## config.mk

```make
export PLATFORM = sky130hd
export DESIGN_NAME = memory_sequencer
export DESIGN_NICKNAME = d
export VERILOG_FILES = /design/src/rtl/memory_sequencer.sv
export SDC_FILE = /design/constraint.sdc
export NUM_CORES = 1
export LEC_CHECK = 0
export CAP_MARGIN = 5
export CORE_ASPECT_RATIO = 0.5
export CORE_MARGIN = 3
export CORE_UTILIZATION = 50
export DETAILED_ROUTE_END_ITERATION = 10
export PLACE_DENSITY = 0.69
export SETUP_SLACK_MARGIN = 0.4
export SKIP_LAST_GASP = 1
export SYNTH_ARGS = -nofsm -noshare
export SYNTH_HDL_FRONTEND = slang
export SYNTH_SLANG_ARGS = --single-unit
export TNS_END_PERCENT = 100
```

## constraint.sdc

```tcl
create_clock -name clk -period 3.8 [get_ports clk]
set_input_delay 0.76 -clock clk [delete_from_list [all_inputs] [get_ports clk]]
set_output_delay 0.76 -clock clk [all_outputs]
set_load 0.005 [all_outputs]
```

## src/rtl/memory_sequencer.sv

```systemverilog
// memory_sequencer: memory-game round controller (pattern fill, paced playback, press checking, win/lose).
module memory_sequencer #(
  parameter int          MAX_LEN       = 16,
  parameter int          ON_TICKS      = 2,
  parameter int          OFF_TICKS     = 1,
  parameter int          TIMEOUT_TICKS = 10,
  parameter logic [15:0] SEED          = 16'hACE1
) (
  input  logic       clk,
  input  logic       rst,
  input  logic       tick_slow,
  input  logic       start,
  input  logic       btn_valid,
  input  logic [1:0] btn_sym,
  output logic [3:0] led_onehot,
  output logic [5:0] level,
  output logic       showing,
  output logic       wait_input,
  output logic       win,
  output logic       lose
);
  localparam int IW   = $clog2(MAX_LEN);
  localparam int TMAX = (TIMEOUT_TICKS > ON_TICKS ? TIMEOUT_TICKS : ON_TICKS) > OFF_TICKS ?
                        (TIMEOUT_TICKS > ON_TICKS ? TIMEOUT_TICKS : ON_TICKS) : OFF_TICKS;
  localparam int CW   = $clog2(TMAX + 1);
  typedef enum logic [2:0] {IDLE, FILL, SHOW_ON, SHOW_OFF, INPUT, WIN, LOSE} state_e;
  state_e                  state_q;
  logic [15:0]             lfsr_q, lfsr_d;
  logic [MAX_LEN-1:0][1:0] pat_q;
  logic [IW-1:0]           idx_q, fill_q;
  logic [5:0]              level_q;
  logic [CW-1:0]           cnt_q;
  logic                    pre_q;
  logic                    more;
  assign lfsr_d = {lfsr_q[14:0], lfsr_q[15] ^ lfsr_q[13] ^ lfsr_q[12] ^ lfsr_q[10]};
  assign more   = 6'(idx_q) + 6'd1 < level_q;
  always_ff @(posedge clk) begin
    if (rst) begin
      state_q <= IDLE;
      lfsr_q  <= SEED;
      idx_q   <= '0;
      fill_q  <= '0;
      level_q <= '0;
      cnt_q   <= '0;
      pre_q   <= 1'b0;
    end else begin
      case (state_q)
        IDLE, WIN, LOSE: if (start) begin
          state_q <= FILL;
          lfsr_q  <= SEED;
          fill_q  <= '0;
          idx_q   <= '0;
          level_q <= '0;
          cnt_q   <= '0;
        end
        FILL: begin
          lfsr_q        <= lfsr_d;
          pat_q[fill_q] <= lfsr_d[1:0];
          fill_q        <= fill_q + IW'(1);
          if (fill_q == IW'(MAX_LEN - 1)) begin
            state_q <= SHOW_OFF;
            level_q <= 6'd1;
            idx_q   <= '0;
            pre_q   <= 1'b1;
            cnt_q   <= '0;
          end
        end
        SHOW_OFF: if (tick_slow) begin
          if (cnt_q == CW'(OFF_TICKS - 1)) begin
            cnt_q <= '0;
            pre_q <= 1'b0;
            if (pre_q) state_q <= SHOW_ON;
            else if (more) begin
              state_q <= SHOW_ON;
              idx_q   <= idx_q + IW'(1);
            end else begin
              state_q <= INPUT;
              idx_q   <= '0;
            end
          end else cnt_q <= cnt_q + CW'(1);
        end
        SHOW_ON: if (tick_slow) begin
          if (cnt_q == CW'(ON_TICKS - 1)) begin
            cnt_q   <= '0;
            state_q <= SHOW_OFF;
          end else cnt_q <= cnt_q + CW'(1);
        end
        INPUT: if (btn_valid) begin
          // a press always takes priority over a coincident final timeout tick
          cnt_q <= '0;
          if (btn_sym != pat_q[idx_q]) state_q <= LOSE;
          else if (more) idx_q <= idx_q + IW'(1);
          else if (level_q == 6'(MAX_LEN)) state_q <= WIN;
          else begin
            level_q <= level_q + 6'd1;
            idx_q   <= '0;
            pre_q   <= 1'b1;
            state_q <= SHOW_OFF;
          end
        end else if (tick_slow) begin
          if (cnt_q == CW'(TIMEOUT_TICKS - 1)) begin
            cnt_q   <= '0;
            state_q <= LOSE;
          end else cnt_q <= cnt_q + CW'(1);
        end
        default: state_q <= IDLE;
      endcase
    end
  end
  assign led_onehot = state_q == SHOW_ON ? 4'b0001 << pat_q[idx_q] : 4'b0000;
  assign level      = level_q;
  assign showing    = state_q == FILL || state_q == SHOW_ON || state_q == SHOW_OFF;
  assign wait_input = state_q == INPUT;
  assign win        = state_q == WIN;
  assign lose       = state_q == LOSE;
endmodule

```

* After elaboration in Yosys (flattened, before gate mapping)
Index checks and enable logic that the tools add are counted.
** Word-level totals
- Flip-flop bits (word level) :: 70
- Bits of input ports :: 7
- Output and inout port bits :: 14
- Word-level logic and storage cells :: 139
** Cells by class
- $add $sub $neg :: 5
- Order comparisons :: 4
- Equal/unequal tests :: 26
- Shift-type cells :: 1
- Mux-type cells :: 58
- Bitwise logic cells :: 4
- Reductions and logical operators :: 18
** Operators by type and width (count)
- $mux W4 :: 18
- $mux W3 :: 14
- $mux W6 :: 6
- $bwmux W32 :: 1
- $pmux W16 S2 :: 1
- $ne A2 B2 Y1 const B :: 11
- $pmux W4 S5 :: 1
- $pmux W6 S3 :: 1
- $reduce_and A9 Y1 :: 2
- $mux W16 :: 1
- $pmux W4 S4 :: 1
- $pmux W3 S5 :: 1
- $add A4 B1 Y4 const B :: 3
- $lt A4 B5 Y1 const B :: 2
- $eq A3 B3 Y1 const B :: 3
- $bmux W2 S4 :: 1
- $demux W2 S4 :: 1
- $eq A4 B4 Y1 const B :: 2
- $pmux W4 S2 :: 1
- $reduce_and A8 Y1 :: 1
- $mux W1 :: 7
- $reduce_and A7 Y1 :: 1
- $add A6 B1 Y6 const B :: 1
- $eq A3 B2 Y1 const B :: 2
- 26 further kinds :: 33

* Longest topological paths before layout
Gate-level depths: netlist of run 1.
- Depth after elaboration :: 7
- Gate-level depth with buffers :: 10
- Mapped depth without buffers :: 10

* Least setup slack after synthesis of run 1
Ideal clock, no wire load.
- Path type :: reg-to-reg
- Start point :: register idx_q[2]
- End point :: register level_q[4], in the netlist level[4]
- Library setup time :: 70 ps
- Arrival :: 2307 ps
- Data required time :: 3730 ps
- Path slack :: 1423 ps
- Cell stages (with the launch flop) :: 11
- Path buffers :: 1
- Period minus slack after synthesis :: 2377 ps
- Cell sequence :: dfxtp_1 -> buf_2 -> nand3_1 -> xnor2_1 -> ha_1 -> nand2_1 -> o21a_1 -> nor4_2 -> nand3_4 -> or3_1 -> a21oi_1
** On the way
- Word-level cells in the longest chain between the ends :: 5
- Elaborated cells between the ends (all ways) :: 8
- Those cells by class :: 1 x add/sub; 1 x order compare; 3 x eq/ne; 2 x mux; 1 x reduce/logical
** Ends and longest elaborated chain
- from (decl) :: line 30 : logic [IW-1:0] idx_q, fill_q;
- from (signal assigned) :: line 75 : idx_q <= idx_q + IW'(1);
- from (signal assigned) :: line 92 : else if (more) idx_q <= idx_q + IW'(1);
- branches (longest 4 deep; another with $lt A5 B6 Y1)
- $reduce_and A7 Y1 (no source line) (*)
- to (signal assigned) :: line 95 : level_q <= level_q + 6'd1;
- to (decl) :: line 31 : logic [5:0] level_q;
Mark *: on every way between the ends. The select of a mux whose other input is x is not followed.
A chain may end at the register's enable or synchronous reset.

* Final worst setup path of run 1
- Start point :: register idx_q[1]
- End point :: output port led_onehot[3]
** On the way
- Word-level cells in the longest chain between the ends :: 4
** Ends and longest elaborated chain
- $bmux W2 S4 :: line 110 : assign led_onehot = state_q == SHOW_ON ? 4'b0001 << pat_q[idx_q] : 4'b0000;
- $mux W2 (implied by the code) :: line 110
- $shl A1 B2 Y4 :: line 110
- $mux W4 :: line 110
- to (decl) :: line 15 : output logic [3:0] led_onehot,
Every way passes these cells. The select of a mux whose other input is x is not followed.

==> summary.txt, run 1 <==
dpl hpwl - 5.55 mm
fin area - 4120 um^2
Critical Path Start Type - register
hold buffers post-CTS - 0
Critical Path Sink Type - output pin
mean routed wirelength per cell - 17.0 um
Worst EP arrival - 2.50 ns
uppermost layer routed - met4
Layout Utilization - 60.7%
CTS tree - done
met2 WL - 3.59 mm
Core Area - 6780 um^2
Area after DPL - 3820 um^2
CP bufs+invs - 1
top-area cell type share of the netlist area - 27.0%
Synth cell types - 59
run status - finished clean
Ports - 21
Nets - 378
fmax - 0.307 GHz
Starting Density - 52.4%
routability cong. - 0.906
Setup violations, final - 0
post-synthesis sequential area ratio - 48.4%
H-tree depth - 3
CP required - 3.04 ns
row cnt - 21
largest net degree at the start of global routing - 24
largest cells by area after synthesis - edfxtp_1 27%, dfxtp_1 21%, ha_1 4.9%
Clk pwr share - 29.8%
top cell type by total area after synthesis - edfxtp_1
Compound-Gate Fraction of Synth Area - 13.4%
die area - 8220 um^2
family with the most delay on the worst path - multiplexers
worst-skew pair later-pin latency - 0.34 ns
worst-path cell chain - mux4_1, mux2i_1, mux2_4, or3_1, nor2b_1, clkdlybuf4s50_1
DRT met1 WL - 3.55 mm
worst vdd ir - 0.452 mV
vias per cell - 5.83
critical path's slowest cell - clkdlybuf4s50_1
syn_nets - 357
Met3 Routed Length - 432 um
Logic pwr share - 29.1%
Routed Antenna Nets - 0
Post-Synth Simple-Gate Area - 16.8%
internal power - 1.72 mW
Root Driver - clkbuf_16
setup TNS - 0 ns
Final Slew Violations - 0
worst slew pin tran - 0.774 ns
share of synthesized registers carrying an async set or reset - 0%
Final min period - 3.26 ns
largest family of logic cells by synthesized area - simple AND/OR/NAND/NOR gates
Port Buffers - 20
maxcap violations - 0
Flop pwr share - 41.1%
final wirelength - 7.70 mm
Fin Hold WS - 0.472 ns
cells after synthesis - 336
1st-iter DRT viols - 259
Clock transition at path regs - 0.06 ns
Synth Area in XOR/XNOR - 3.87%
Post-synth EDFFs - 32
vias in the first global route - 2,585
Slew HR - 48.1%
layout overhead on the synthesized area - 15.8%
LEAKAGE - 1.47 nW
Detailed Routing Iterations Pass 1 - 7
Hold Vio Cnt, Final - 0
PwrDens - 643 nW/um^2
total number of vias - 2,646
worst-path fanout max - 10
Longest Clk Path Bufs - 2
fin crit share - 85.7%
die height - 65.6 um
most common cell after layout, fill and taps aside - nor2_1
#FFs+latches synth - 70
TritonCTS sink count - 70
Overflow after GRT - 0
initial antenna violation count - 0
Post-Synth Adder-Cell Area - 4.93%
delay of the slowest cell on the worst path - 0.51 ns
power consumption - 2.65 mW
Worst Hold Class - register to register
Setup Crit Path Kind - register to output pin
commonest non-fill, non-tap cells in the layout - 46 x nor2_1, 35 x dfxtp_1, 32 x edfxtp_1, 26 x nand2_1, 20 x clkdlybuf4s50_1
synth warn - 0
post-CTS setup buffer count - 0
RSZ-0062 raised after global routing - no
mux cell area share after synthesis - 9.08%
first-pass GRT wire length - 12.8 mm
Switching Share - 34.9%
Top FF cell, synth - dfxtp_1
Num CTS Buffers - 9
Die W - 125 um
Netlist Area Pre-Place - 3550 um^2
antenna cells - 0
GRT Resource Usage Total - 20.0%
share of layout cells above drive strength 1 - 9.39%
drc violations - 0
NetSw - 0.924 mW
Final Skew - 0.00651 ns
synthesized area per cell - 10.6 um^2
-- cell usage after synthesis (4+ instances only) --
| cell type | n |
|---|---|
| nor2_1 | 46 |
| dfxtp_1 | 38 |
| edfxtp_1 | 32 |
| nand2_1 | 26 |
| inv_1 | 16 |
| a21oi_1 | 14 |
| ha_1 | 14 |
| nand3_1 | 11 |
| o21ai_0 | 10 |
| clkbuf_1 | 8 |
| mux2i_1 | 8 |
| nor3_1 | 8 |
| a22o_1 | 7 |
| o22a_1 | 7 |
| xnor2_1 | 7 |
| mux4_1 | 6 |
| a22oi_1 | 5 |
| nand2b_1 | 5 |
| nor2b_1 | 5 |
| xor2_1 | 5 |
| and3_1 | 4 |
-- per-layer routing --
metal	GRT usage (%)	vias to the layer above
li1	-	1276
met1	25.7	1268
met2	32.3	89
met3	6.17	13
met4	7.03	0
met5	0	-
-- logic make-up after synthesis --
family | after synthesis
fa+ha+maj | 14
flops | 70
mux | 19
buf+inv | 29
xor+xnor | 14
simple gates | 123
compound gates | 67
-- what timing repair did --
| action | in CTS | in global routing |
|---|---|---|
| endpoints found under the setup margin | 3 | 4 |
| cloned | 0 | 0 |
| gates resized for setup | 2 | 2 |
-- per-stage QoR --
| stage | setup WS (ns) | cells |
|---|---|---|
| 2_1_floorplan | 1.42 | 336 |
| 3_3_place_gp | 0.806 | 437 |
| 3_5_place_dp | 0.656 | 437 |
| 4_1_cts | 0.466 | 453 |
| 5_1_grt | 0.427 | 454 |
| 6_report | 0.543 | 454 |
-- worst paths after layout --
check	startpoint	end	slack (ns)	cells past startpoint
worst max-delay path	idx_q[1]	led_onehot[3]	0.54	6
worst min-delay path	lfsr_q[5]	lfsr_q[5]	0.47	1
worst max register to register	idx_q[0]	level[0]	1.09	10
worst min register to register	lfsr_q[5]	lfsr_q[5]	0.47	1
-- registers in the layout, indices dropped and copies added (netlist names) --
| name | flops |
|---|---|
| idx_q | 4 |
| pre_q | 1 |
| fill_q | 4 |
| lfsr_q | 16 |
| level | 6 |
| cnt_q | 4 |
| pat_q | 32 |
| state_q | 3 |
-- power by group through the flow --
stage	Sequential (mW)	Clock [mW]	Combinational, mW
after floorplan	1.04	0	0.570
after global placement	1.10	0	0.714
after detailed placement	1.11	0	0.742
after CTS	1.09	0.800	0.747
after global routing	1.11	0.836	0.860
final	1.09	0.788	0.771
-- layout make-up --
class	count	area [um^2]
clock inverter	7	55.1
clock buffer	9	225
fill	562	2660
multi-input combinational	237	1710
timing repair buffer	23	223
tap	92	115
sequential	70	1730
inverter	16	60.1
Note: power is estimated with default switching activity, not from simulation.
==> run 2: changes to the inputs <==
--- a/config.mk
+++ b/config.mk
@@ -7,11 +7,11 @@
 export LEC_CHECK = 0
 export CAP_MARGIN = 5
 export CORE_ASPECT_RATIO = 0.5
-export CORE_MARGIN = 3
+export CORE_MARGIN = 2
 export CORE_UTILIZATION = 50
 export DETAILED_ROUTE_END_ITERATION = 10
 export PLACE_DENSITY = 0.69
-export SETUP_SLACK_MARGIN = 0.4
+export SETUP_SLACK_MARGIN = 0.5
 export SKIP_LAST_GASP = 1
 export SYNTH_ARGS = -nofsm -noshare
 export SYNTH_HDL_FRONTEND = slang
==> summary.txt, run 2 (synthesis results as in run 1) <==
Switching Share - 32.6% (was 34.9%)
family with the most delay on the worst path - multiplexers (unchanged)
setup TNS - 0 ns (unchanged)
RR Endpoint - level[4] (was level[0])
Final Skew - 0.00583 ns (was 0.00651 ns)
worst-path fanout max - 10 (unchanged)
Flop pwr share - 38.9% (was 41.1%)
Clock transition at path regs - 0.06 ns (about the same)
vias in the first global route - 2,576 (was 2,585)
final wirelength - 7.51 mm (was 7.70 mm)
Nets - 378 (unchanged)
Starting Density - 52.4% (unchanged)
CP required - 3.04 ns (about the same)
share of layout cells above drive strength 1 - 8.84% (was 9.39%)
Worst Setup SP - idx_q[1] (unchanged)
CP bufs+invs - 1 (unchanged)
worst-path cell chain - mux4_1, mux2i_1, mux2_4, or3_1, nor2b_1, clkdlybuf4s50_1 (unchanged)
commonest non-fill, non-tap cells in the layout - 46 x nor2_1, 35 x dfxtp_1, 32 x edfxtp_1, 26 x nand2_1, 19 x clkdlybuf4s50_1 (was 46 x nor2_1, 35 x dfxtp_1, 32 x edfxtp_1, 26 x nand2_1, 20 x clkdlybuf4s50_1)
placed cells - 437 (unchanged)
run status - finished clean (unchanged)
Hold Vio Cnt, Final - 0 (unchanged)
Met3 Routed Length - 446 um (was 432 um)
worst-skew pair later-pin latency - 0.34 ns (about the same)
Root Driver - clkbuf_16 (unchanged)
post-CTS setup buffer count - 0 (unchanged)
Critical Path Start Type - register (unchanged)
CTS tree - done (unchanged)
Slew HR - 50.9% (was 48.1%)
Setup Crit Path Kind - register to output pin (unchanged)
Ports - 21 (unchanged)
Setup violations, final - 0 (unchanged)
Longest Clk Path Bufs - 2 (unchanged)
Worst Reg2Reg Path Length in Cells - 10 (unchanged)
Core Area - 6780 um^2 (unchanged)
Worst Hold Class - register to register (unchanged)
Num CTS Buffers - 9 (unchanged)
NetSw - 0.914 mW (was 0.924 mW)
Final min period - 3.28 ns (was 3.26 ns)
critical path's slowest cell - clkdlybuf4s50_1 (unchanged)
worst vdd ir - 0.377 mV (was 0.452 mV)
die height - 63.6 um (was 65.6 um)
fmax - 0.304 GHz (was 0.307 GHz)
Worst EP arrival - 2.52 ns (was 2.50 ns)
# fillers - 557 (was 562)
fin crit share - 86.4% (was 85.7%)
Cell Count, Final, Fillers Out - 454 (unchanged)
uppermost layer routed - met4 (unchanged)
antenna cells - 0 (unchanged)
initial antenna violation count - 0 (unchanged)
Overflow after GRT - 0 (unchanged)
dpl hpwl - 5.34 mm (was 5.55 mm)
routability cong. - 0.908 (was 0.906)
max FFs per register - 32 (unchanged)
maxcap violations - 0 (unchanged)
worst slew pin tran - 0.736 ns (was 0.774 ns)
TritonCTS sink count - 70 (unchanged)
row cnt - 21 (unchanged)
vias per cell - 5.83 (unchanged)
mean routed wirelength per cell - 16.5 um (was 17.0 um)
Routed Antenna Nets - 0 (unchanged)
layout overhead on the synthesized area - 17.4% (was 15.8%)
Layout Utilization - 61.5% (was 60.7%)
Crit path depth - 6 (unchanged)
die area - 7840 um^2 (was 8220 um^2)
internal power - 1.89 mW (was 1.72 mW)
Final Slew Violations - 0 (unchanged)
DRT met1 WL - 3.53 mm (was 3.55 mm)
drc violations - 0 (unchanged)
GRT Resource Usage Total - 20.6% (was 20.0%)
met2 WL - 3.45 mm (was 3.59 mm)
LEAKAGE - 1.51 nW (was 1.47 nW)
R2R setup slack - 1.08 ns (was 1.09 ns)
first-pass GRT wire length - 12.4 mm (was 12.8 mm)
RSZ-0062 raised after global routing - yes (was no)
Die W - 123 um (was 125 um)
PwrDens - 671 nW/um^2 (was 643 nW/um^2)
total number of vias - 2,646 (unchanged)
Critical Path Sink Type - output pin (unchanged)
Fin Hold WS - 0.464 ns (was 0.472 ns)
H-tree depth - 3 (unchanged)
Detailed Routing Iterations Pass 1 - 5 (was 7)
worst setup path endpoint - led_onehot[3] (unchanged)
most common cell after layout, fill and taps aside - nor2_1 (unchanged)
Clk pwr share - 33.5% (was 29.8%)
area of the multi-input gates - 1710 um^2 (unchanged)
Port Buffers - 20 (unchanged)
1st-iter DRT viols - 269 (was 259)
Logic pwr share - 27.6% (was 29.1%)
delay of the slowest cell on the worst path - 0.52 ns (was 0.51 ns)
register bank with the most flops - pat_q (unchanged)
largest net degree at the start of global routing - 24 (unchanged)
sequential cell area - 1730 um^2 (unchanged)
launching point of the worst reg2reg path - idx_q[0] (unchanged)
[run 2: worst min path at each step]
| stage | from | end | slack, ns | cells after the start |
|---|---|---|---|---|
| after detailed placement | lfsr_q[11] | lfsr_q[11] | 0.45 | 1 |
| after global placement | lfsr_q[7] | lfsr_q[7] | 0.45 | 1 |
| after global routing | lfsr_q[5] | lfsr_q[5] | 0.48 | 1 |
| after CTS | lfsr_q[11] | lfsr_q[11] | 0.47 | 1 |
| final | lfsr_q[5] | lfsr_q[5] | 0.46 | 1 |
| after floorplan | lfsr_q[11] | lfsr_q[11] | 0.44 | 1 |
[run 2: cell type report]
class,count,share of cell area (%)
inverters,16,1.44
flip-flops and latches,70,41.4
repair buffers,23,5.40
well taps,92,2.76
clock inverters,5,1.92
multi-input cells,237,41.0
clock buffers,11,6.09
[run 2: per-layer routing]
layer  vias to the layer above  track usage [%]
met3                        10             7.52
met2                        76             31.7
li1                       1280                -
met1                      1280             27.2
met4                         0             6.53
met5                         -                0
[run 2: power by group through the flow]
stage	Clock [mW]	Combinational (mW)	Sequential, mW
2_1_floorplan	0	0.570	1.04
4_1_cts	0.947	0.739	1.09
3_3_place_gp	0	0.714	1.10
5_1_grt	0.978	0.864	1.10
3_5_place_dp	0	0.734	1.11
6_report	0.938	0.773	1.09
[run 2: stage by stage]
stage          area (um^2)  setup slack (ns)  total power [mW]
5_1_grt               4170             0.480              2.95
6_report              4170             0.516              2.80
2_1_floorplan         3550              1.42              1.61
3_5_place_dp          3820             0.655              1.84
3_3_place_gp          3820             0.804              1.82
4_1_cts               4160             0.499              2.78
[run 2: worst register-to-register path: cells and delay by family, from the launching register on]
family	cells	cell delay, ns
XOR/XNOR	1	0.09
flip-flops	1	0.47
adder cells (fa/ha/maj)	2	0.58
AO/OA/AOI/OAI	4	0.52
AND/OR/NAND/NOR	3	0.99
[run 2: timing repair]
| action | 4_1_cts | 5_1_grt |
|---|---|---|
| hold buffers | 0 | 0 |
| cloned | 0 | 0 |
| resized for setup | 3 | 2 |
| setup endpoints to repair | 4 | 4 |
==> run 3: changes to the inputs <==
--- a/config.mk
+++ b/config.mk
@@ -5,10 +5,12 @@
 export SDC_FILE = /design/constraint.sdc
 export NUM_CORES = 1
 export LEC_CHECK = 0
+export ABC_AREA = 1
 export CAP_MARGIN = 5
 export CORE_ASPECT_RATIO = 0.5
 export CORE_MARGIN = 2
 export CORE_UTILIZATION = 50
+export CTS_CLUSTER_SIZE = 16
 export DETAILED_ROUTE_END_ITERATION = 10
 export PLACE_DENSITY = 0.69
 export SETUP_SLACK_MARGIN = 0.5
==> summary.txt, run 3 <==
commonest non-fill, non-tap cells in the layout - 108 x nand2_1, 62 x inv_1, 49 x nor2_1, 38 x dfxtp_1, 37 x nand3_1 (was 46 x nor2_1, 35 x dfxtp_1, 32 x edfxtp_1, 26 x nand2_1, 19 x clkdlybuf4s50_1)
most frequent cell after synthesis - nand2_1 (was nor2_1)
largest cells by area after synthesis - edfxtp_1 26%, dfxtp_1 20%, nand2_1 11% (was edfxtp_1 27%, dfxtp_1 21%, ha_1 4.9%)
worst-path fanout max - 12 (was 10)
die area - 8230 um^2 (was 7840 um^2)
post-synthesis sequential area ratio - 46.0% (was 48.4%)
maxcap violations - 0 (unchanged)
Core Area - 7290 um^2 (was 6780 um^2)
TritonCTS sink count - 70 (unchanged)
Critical Path Sink Type - output pin (unchanged)
syn_nets - 484 (was 357)
first-pass GRT wire length - 13.3 mm (was 12.4 mm)
largest net degree at the start of global routing - 21 (was 24)
Die W - 126 um (was 123 um)
Worst Hold Class - register to register (unchanged)
Root Driver - clkbuf_16 (unchanged)
initial antenna violation count - 0 (unchanged)
mean routed wirelength per cell - 13.8 um (was 16.5 um)
CP required - 3.04 ns (about the same)
row cnt - 22 (was 21)
Setup Crit Path Kind - register to output pin (unchanged)
Final Slew Violations - 0 (unchanged)
Detailed Routing Iterations Pass 1 - 4 (was 5)
LEAKAGE - 1.73 nW (was 1.51 nW)
share of synthesized registers carrying an async set or reset - 0% (unchanged)
total number of vias - 3,013 (was 2,646)
register bank with the most flops - pat_q (unchanged)
worst-skew pair later-pin latency - 0.33 ns (was 0.34 ns)
Commonest cells post-synth - 108 x nand2_1, 62 x inv_1, 49 x nor2_1, 38 x dfxtp_1, 37 x nand3_1 (was 46 x nor2_1, 38 x dfxtp_1, 32 x edfxtp_1, 26 x nand2_1, 16 x inv_1)
Post-synth EDFFs - 32 (unchanged)
Slew HR - 54.4% (was 50.9%)
synth warn - 0 (unchanged)
Critical Path Start Type - register (unchanged)
min-delay src - lfsr_q[3] (was lfsr_q[5])
Min-Delay Endpoint - lfsr_q[4] (was lfsr_q[5])
Top FF cell, synth - dfxtp_1 (unchanged)
Worst Reg2Reg Path Length in Cells - 13 (was 10)
GRT Resource Usage Total - 21.0% (was 20.6%)
Overflow after GRT - 0 (unchanged)
Final Skew - 0.0101 ns (was 0.00583 ns)
synthesized area per cell - 8.08 um^2 (was 10.6 um^2)
cells after synthesis - 463 (was 336)
die height - 65.2 um (was 63.6 um)
Longest Clk Path Bufs - 2 (unchanged)
#FFs+latches synth - 70 (unchanged)
fin crit share - 79.9% (was 86.4%)
Nets - 506 (was 378)
NetSw - 1.39 mW (was 0.914 mW)
CTS tree - done (unchanged)
top-area cell type share of the netlist area - 25.7% (was 27.0%)
Hold Vio Cnt, Final - 0 (unchanged)
RR Endpoint - idx_q[2] (was level[4])
run status - finished clean (unchanged)
drc violations - 0 (unchanged)
hold buffers post-CTS - 0 (unchanged)
H-tree depth - 3 (unchanged)
Logic pwr share - 41.5% (was 27.6%)
PwrDens - 789 nW/um^2 (was 671 nW/um^2)
Hold Path Stages - 2 (was 1)
internal power - 2.02 mW (was 1.89 mW)
Starting Density - 51.3% (was 52.4%)
Synth cell types - 43 (was 59)
launching point of the worst reg2reg path - idx_q[0] (unchanged)
Flop pwr share - 34.1% (was 38.9%)
Worst EP arrival - 2.27 ns (was 2.52 ns)
share of layout cells above drive strength 1 - 11.0% (was 8.84%)
RSZ-0062 raised after global routing - no (was yes)
Port Buffers - 20 (unchanged)
Clk pwr share - 24.3% (was 33.5%)
most common cell after layout, fill and taps aside - nand2_1 (was nor2_1)
worst vdd ir - 0.359 mV (was 0.377 mV)
routability cong. - 0.919 (was 0.908)
top cell type by total area after synthesis - edfxtp_1 (unchanged)
post-CTS setup buffer count - 0 (unchanged)
layout overhead on the synthesized area - 15.3% (was 17.4%)
max FFs per register - 32 (unchanged)
R2R setup slack - 1.09 ns (was 1.08 ns)
vias per cell - 5.14 (was 5.83)
Netlist Area Pre-Place - 3740 um^2 (was 3550 um^2)
post-CTS resize count - 0 (was 3)
Routed Antenna Nets - 0 (unchanged)
dpl hpwl - 5.87 mm (was 5.34 mm)
antenna cells - 0 (unchanged)
Num CTS Buffers - 9 (unchanged)
vias in the first global route - 2,791 (was 2,576)
Fin Hold WS - 0.470 ns (was 0.464 ns)
Final min period - 3.03 ns (was 3.28 ns)
1st-iter DRT viols - 269 (unchanged)
setup TNS - 0 ns (unchanged)
Clock transition at path regs - 0.06 ns (about the same)
fmax - 0.330 GHz (was 0.304 GHz)
Switching Share - 40.7% (was 32.6%)
worst slew pin tran - 0.682 ns (was 0.736 ns)
Ports - 21 (unchanged)
final wirelength - 8.07 mm (was 7.51 mm)
Setup violations, final - 0 (unchanged)
run 3: metrics by stage:
step,utilization (%),power [mW],setup WS (ns),area (um^2),std cells
floorplan,-,2.20,1.62,3740,463
global placement,55.1,2.57,1.13,4020,570
detailed placement,55.1,2.57,1.13,4020,570
CTS,59.1,3.41,0.765,4310,586
global route,59.1,3.65,0.549,4310,586
finish,59.1,3.40,0.766,4310,586
run 3: metal layers:
metal | part of all wire [%] | wire (um) | track usage, %
met5 | 0 | 0 | 0
met2 | 44 | 3570 | 32.9
met1 | 51 | 4080 | 28.8
met4 | 0.84 | 68 | 5.22
met3 | 4.4 | 354 | 6.27
run 3: critical path: stages (launching register included):
cell	delay [ns]
dfxtp_1	0.58
inv_1	0.24
o211ai_1	0.20
nand3_1	0.10
nand3_1	0.12
nand3_1	0.10
nor2_1	0.09
clkdlybuf4s50_1	0.50
run 3: worst max-delay path by stage:
stage,from,endpoint,slack [ns],cells past startpoint
3_5_place_dp,idx_q[1],led_onehot[0],1.13,7
5_1_grt,idx_q[0],led_onehot[1],0.55,10
6_report,idx_q[1],led_onehot[0],0.77,7
3_3_place_gp,idx_q[1],led_onehot[0],1.13,7
4_1_cts,idx_q[1],led_onehot[0],0.76,7
2_1_floorplan,idx_q[2],idx_q[2],1.62,13
run 3: kinds of logic after synthesis:
logic type / Yosys count / share of synthesized area, %
AO/OA/AOI/OAI: 57 / 10.8
XOR/XNOR: 6 / 1.41
adder cells (fa/ha/maj): 14 / 4.68
buffers and inverters: 83 / 8.90
flip-flops: 70 / 46.0
AND/OR/NAND/NOR: 233 / 28.2
run 3: cell type report:
type / count / area, um^2
inverter: 71 / 267
multi-input combinational: 310 / 1690
tap: 96 / 120
timing repair buffer: 23 / 223
clock inverter: 7 / 71.3
sequential: 70 / 1720
clock buffer: 9 / 225
fill: 670 / 2980
run 3: power by group through the flow:
stage / Combinational, mW / Sequential (mW) / Clock, mW
global placement: 1.39 / 1.17 / 0
finish: 1.41 / 1.16 / 0.828
global route: 1.59 / 1.18 / 0.869
CTS: 1.41 / 1.16 / 0.842
floorplan: 1.09 / 1.11 / 0
detailed placement: 1.40 / 1.17 / 0
